--- config.mk ---
export PLATFORM = sky130hd
export DESIGN_NAME = grf_sb
export DESIGN_NICKNAME = d
export VERILOG_FILES = /design/src/rtl/grf_sb.sv
export SDC_FILE = /design/constraint.sdc
export NUM_CORES = 2
export LEC_CHECK = 0
export BUFFER_PORTS_ARGS = -buffer_cell sky130_fd_sc_hd__buf_2
export CORE_ASPECT_RATIO = 0.5
export CORE_MARGIN = 5
export CORE_UTILIZATION = 25
export CTS_CLUSTER_SIZE = 24
export DETAILED_ROUTE_END_ITERATION = 10
export SLEW_MARGIN = 10
export SYNTH_ARGS = -nofsm -noshare
export SYNTH_HDL_FRONTEND = slang
export SYNTH_SLANG_ARGS = --single-unit
--- constraint.sdc ---
create_clock -name Clk -period 3.3 [get_ports Clk]
set_input_delay 0.495 -clock Clk [delete_from_list [all_inputs] [get_ports Clk]]
set_output_delay 0.495 -clock Clk [all_outputs]
set_load 0.005 [all_outputs]
--- src/rtl/grf_sb.sv ---
// grf_sb: general register file with NRD bypassed read ports, one write port and
// a per-register pending-write scoreboard. Define GRF_TRACE_EN for write tracing.
module grf_sb #(
    parameter int DATA_W = 32,
    parameter int ADDR_W = 5,
    parameter int NRD    = 2,
    parameter int CNT_W  = 2
) (
    input  logic                     Clk,
    input  logic                     Reset,
    input  logic [NRD*ADDR_W-1:0]    RA,
    output logic [NRD*DATA_W-1:0]    RD,
    output logic [NRD-1:0]           RRdy,
    input  logic                     WE,
    input  logic [ADDR_W-1:0]        WA,
    input  logic [DATA_W-1:0]        Wdata,
    input  logic [31:0]              Pc,
    input  logic                     IssueEn,
    input  logic [ADDR_W-1:0]        IssueA,
    input  logic                     Flush,
    output logic                     PendAny,
    output logic                     ScErr
);

    localparam int DEPTH = 2**ADDR_W;
    localparam logic [CNT_W-1:0] CNT_MAX = '1;
    localparam logic [CNT_W-1:0] CNT_ONE = CNT_W'(1);

    logic [DATA_W-1:0] regs_q [DEPTH];
    logic [CNT_W-1:0]  cnt_q  [DEPTH];
    logic [CNT_W-1:0]  cnt_d  [DEPTH];
    logic              scerr_q, scerr_d;

    logic              inc, dec;

    always_comb begin
        scerr_d = scerr_q;
        inc     = 1'b0;
        dec     = 1'b0;
        for (int r = 0; r < DEPTH; r++) begin
            cnt_d[r] = cnt_q[r];
            inc      = IssueEn && (IssueA == ADDR_W'(r));
            dec      = WE && (WA == ADDR_W'(r)) && (cnt_q[r] != '0);
            if (Flush || r == 0) begin
                cnt_d[r] = '0;
            end else if (inc && !dec) begin
                if (cnt_q[r] != CNT_MAX)
                    cnt_d[r] = cnt_q[r] + CNT_ONE;
                else
                    scerr_d = 1'b1;
            end else if (dec && !inc) begin
                cnt_d[r] = cnt_q[r] - CNT_ONE;
            end
        end
    end

    always_ff @(posedge Clk) begin
        if (Reset) begin
            for (int r = 0; r < DEPTH; r++) begin
                regs_q[r] <= '0;
                cnt_q[r]  <= '0;
            end
            scerr_q <= 1'b0;
        end else begin
            if (WE && (WA != '0))
                regs_q[WA] <= Wdata;
            for (int r = 0; r < DEPTH; r++)
                cnt_q[r] <= cnt_d[r];
            scerr_q <= scerr_d;
        end
    end

    logic [ADDR_W-1:0] ra;
    logic              hit;

    // A port is ready when the only outstanding write is the one being bypassed now.
    always_comb begin
        RD   = '0;
        RRdy = '0;
        ra   = '0;
        hit  = 1'b0;
        for (int i = 0; i < NRD; i++) begin
            ra  = RA[i*ADDR_W +: ADDR_W];
            hit = WE && (WA == ra);
            if (ra == '0) begin
                RD[i*DATA_W +: DATA_W] = '0;
                RRdy[i]                = 1'b1;
            end else begin
                RD[i*DATA_W +: DATA_W] = hit ? Wdata : regs_q[ra];
                RRdy[i] = (cnt_q[ra] == '0) || ((cnt_q[ra] == CNT_ONE) && hit);
            end
        end
    end

    always_comb begin
        PendAny = 1'b0;
        for (int r = 0; r < DEPTH; r++)
            PendAny = PendAny | (|cnt_q[r]);
    end

    assign ScErr = scerr_q;

`ifdef GRF_TRACE_EN
    always @(posedge Clk) begin
        if (WE && !Reset)
            $display("%d@%h: $%d <= %h", $time, Pc, WA, Wdata);
    end
`else
    logic unused_pc;
    assign unused_pc = ^Pc;
`endif

endmodule
==> metrics.csv <==
stage,metric,value,unit
status,result of the run,"complete, but fails checks",
status,failing checks,negative setup slack,
cells_and_area,net count reported at finish,4755,
floorplan,Die Area,252600,µm²
sta,final-report hold violation count,0,
critical_path,crit start category,input pin,
clocking,register clock-pin slew on the reported worst setup and hold paths,60,ps
sta,final clock period utilization by the worst path,1.011,
detailed_routing,final antenna-violating net count,0,
cells_and_area,layout-stage area growth over the synthesis result,19.41,%
synthesis,part of the Yosys area used for sequential elements,0.5290,
synthesis,post-synthesis area per instance,13.74,µm²
global_route,GRT Resource Usage Total,0.1827,
global_route,met3 global-route usage,0.03953,
sta,least setup slack across all paths after layout,-35.79,ps
sta,max-slew violation count,0,
detailed_routing,vias per std cell,5.459,
detailed_routing,Iteration-0 DRC Markers,6755,
pwr,areal power density over the cells,461.5,nW/µm²
critical_path,Worst R2R Setup Slack,1600,ps
cells_and_area,"leading cell type in the layout, fill and taps excluded",edfxtp_1,
critical_path,source of the worst register-to-register timing path,cnt_q[10][1],
detailed_routing,DRC violation count after routing,0,
floorplan,count of pins on the block boundary,157,
synthesis,yosys warns,0,
detailed_routing,final wirelength,237700,µm
synthesis,flip-flop cell with the highest count after synthesis,edfxtp_1,
pwr,leakage power figure,24.62,nW
critical_path,arrival time of the worst setup path,2840,ps
sta,slew at the pin with the worst max-slew slack,925.0,ps
global_route,via count of the first global-routing pass,41829,
sta,timing-limited maximum frequency,299.8,MHz
floorplan,count of standard-cell rows,127,
synthesis,count of state elements after synthesis,1087,
pwr,overall power of the completed layout,33.34,mW
sta,headroom to the max-slew limit,0.3834,
global_route,GR Util met2,0.2859,
global_route,total congestion overflow,0,
critical_path,Critical R2R Capture,ScErr,
critical_path,type of the worst setup path,input pin to primary output,
global_route,met1 track demand over resource in global routing,0.2372,
critical_path,Crit. End Element,primary output,
min_path,Worst Hold Endpoint,regs_q[13][18],
floorplan,starting utilization of the core area,0.2518,
placed_design,last weighted congestion value of the routability-driven placer,0.9213,
min_path,Min-Delay Startpoint,Wdata[18],
critical_path,data required time at the worst endpoint,2800,ps
detailed_routing,number of detailed-routing iterations run before antenna repair,8,
cells_and_area,"leading cell types in the layout, fill and taps excluded","edfxtp_1 (1024), and2_1 (1008), mux4_2 (515)",
global_route,busiest layer in global routing,met2,
floorplan,Die Y,357.9,µm
pwr,worst voltage drop across the vdd grid,0.4493,mV
detailed_routing,number of vias in the routed layout,43620,
synthesis,number of synthesized flops with an enable pin,1024,
min_path,path class of the lowest-slack min-delay path,input pin to register,
sta,final count of negative-setup-slack endpoints,1,
detailed_routing,average detailed-routed wire length per instance,29.75,µm
global_route,pin count of the biggest net entering global routing,49,
synthesis,synthesized instance count,4404,
sta,Clock Skews,49.85,ps
critical_path,length in cells of the worst reg-to-reg path,5,
clocking,clock root buffer,clkbuf_16,
min_path,hold-critical path depth,2,
global_route,antenna violations before repair,44,
cells_and_area,fraction of layout instances using a drive strength above 1,0.2882,
placed_design,Post-Place Worst Slack,-290.0,ps
cells_and_area,fill cell count,23916,
clocking,TritonCTS clock tree,done,
clocking,Longest Clk Path Bufs,3,
floorplan,chip width,705.8,µm
clocking,total CTS buffers,113,
synthesis,share of flip-flops with an asynchronous set or reset after synthesis,0,
clocking,clock tree sinks,1087,
sta,final critical path time including I/O delays and setup,3336,ps
clocking,number of levels in the clock H-tree,3,
critical_path,Max Fanout on Critical Path,16,
placed_design,HPWL after DPL,159000,µm
synthesis,number of distinct standard cells referenced by the synthesized netlist,67,
synthesis,summed instance area of the synthesized netlist,60510,µm²
placed_design,Port Buffer Count,124,
clocking,clock latency of the later-clocked register in the worst-skew pair,760,ps
flow_run,Max-Cap Viols,0,
floorplan,area of the placeable core,240300,µm²
global_route,wire length of the first global-routing pass,329100,µm
-- layout make-up --
class | instances | area, µm² | area share
clock buffer | 141 | 2943 | 0.04073
inverter | 11 | 41.29 | 0.0005715
multi-input combinational | 2874 | 26800 | 0.3709
tap | 3225 | 4035 | 0.05585
clock inverter | 58 | 513.0 | 0.007100
sequential | 1087 | 32010 | 0.4430
timing repair buffer | 579 | 5868 | 0.08122
antenna | 16 | 40.04 | 0.0005542
-- through the flow --
step,hold slack (ps),instances,setup TNS (ps),area [µm²],utilization
floorplan,480.0,4435,0,60630,-
CTS,167.7,7975,0,72150,0.3003
global route,200.8,7982,-12.68,72230,0.3006
detailed placement,566.9,7776,-361.5,68620,0.2856
finish,216.7,7991,-35.79,72250,0.3007
global placement,552.9,7776,-753.2,68620,0.2856
-- kinds of logic (layout without fill, tap and decap cells) --
group | Yosys count | count (layout) | synth area share
multiplexers | 662 | 662 | 0.2165
flip-flops | 1087 | 1087 | 0.5290
XOR/XNOR | 10 | 10 | 0.001447
other | 1 | 48 | 0.00006197
AO/OA/AOI/OAI | 556 | 556 | 0.06222
buffers and inverters | 474 | 789 | 0.03641
AND/OR/NAND/NOR | 1614 | 1614 | 0.1543
-- sequential cells by signal, summed over array words and instances, names as in the netlist --
signal	cells
ScErr	1
cnt_q	62
regs_q	1024
-- report_power, final --
group / internal, mW / leakage (nW) / total, mW / switching (mW)
registers: 15.8 / 10.3 / 16.2 / 0.370
clock network: 6.63 / 1.67 / 12.4 / 5.75
logic: 2.10 / 12.7 / 4.81 / 2.71
total: 24.5 / 24.6 / 33.3 / 8.82
-- what timing repair did --
item                                    in CTS  in global routing
hold buffers                                 0                  0
endpoints found under the setup margin       5                 10
setup buffers                                0                  1
cloned                                       0                  0
gates resized for setup                     12                 15
pin swaps                                    1                  6
-- cell usage after synthesis, drive strengths merged, types with 30 or more instances --
library cell	number	area, µm²
a21oi	100	500.5
edfxtp	1024	30750
mux4	515	11600
buf	173	1072
dfxtp	63	1261
o21ai	94	470.5
nand4	31	193.9
a22oi	40	300.3
clkbuf	290	1090
nand2	125	469.2
or2	38	237.7
mux2i	121	1211
a22o	35	306.5
nor3	30	150.1
nor2	178	668.1
and2	1008	6306
o22ai	80	500.5
a211oi	82	615.6
nor2b	47	294.0
nand3	61	305.3
-- worst max path at each step --
stage	from	end	slack, ps	cells after the start
finish	RA[5]	RD[63]	-40	9
global route	regs_q[6][10]	RD[42]	-10	8
CTS	regs_q[6][10]	RD[42]	8	8
detailed placement	RA[6]	RD[55]	-290	11
global placement	RA[6]	RD[55]	-650	11
floorplan	RA[6]	RD[33]	700	7
-- layer usage --
metal  vias up  wire [µm]
met5         -         34
met4         6      14970
met3       613      26250
met2      3095     107100
met1     22423      89420
li1      17483          -
-- critical path, cell delays in order --
cell and delay, ps:
buf_8 270, buf_12 270, nor2b_1 410, buf_4 240, a22o_1 200, a2111oi_4 60, buf_4 170, o41ai_1 460
buf_2 220
Power figures use the tool's default switching activity.
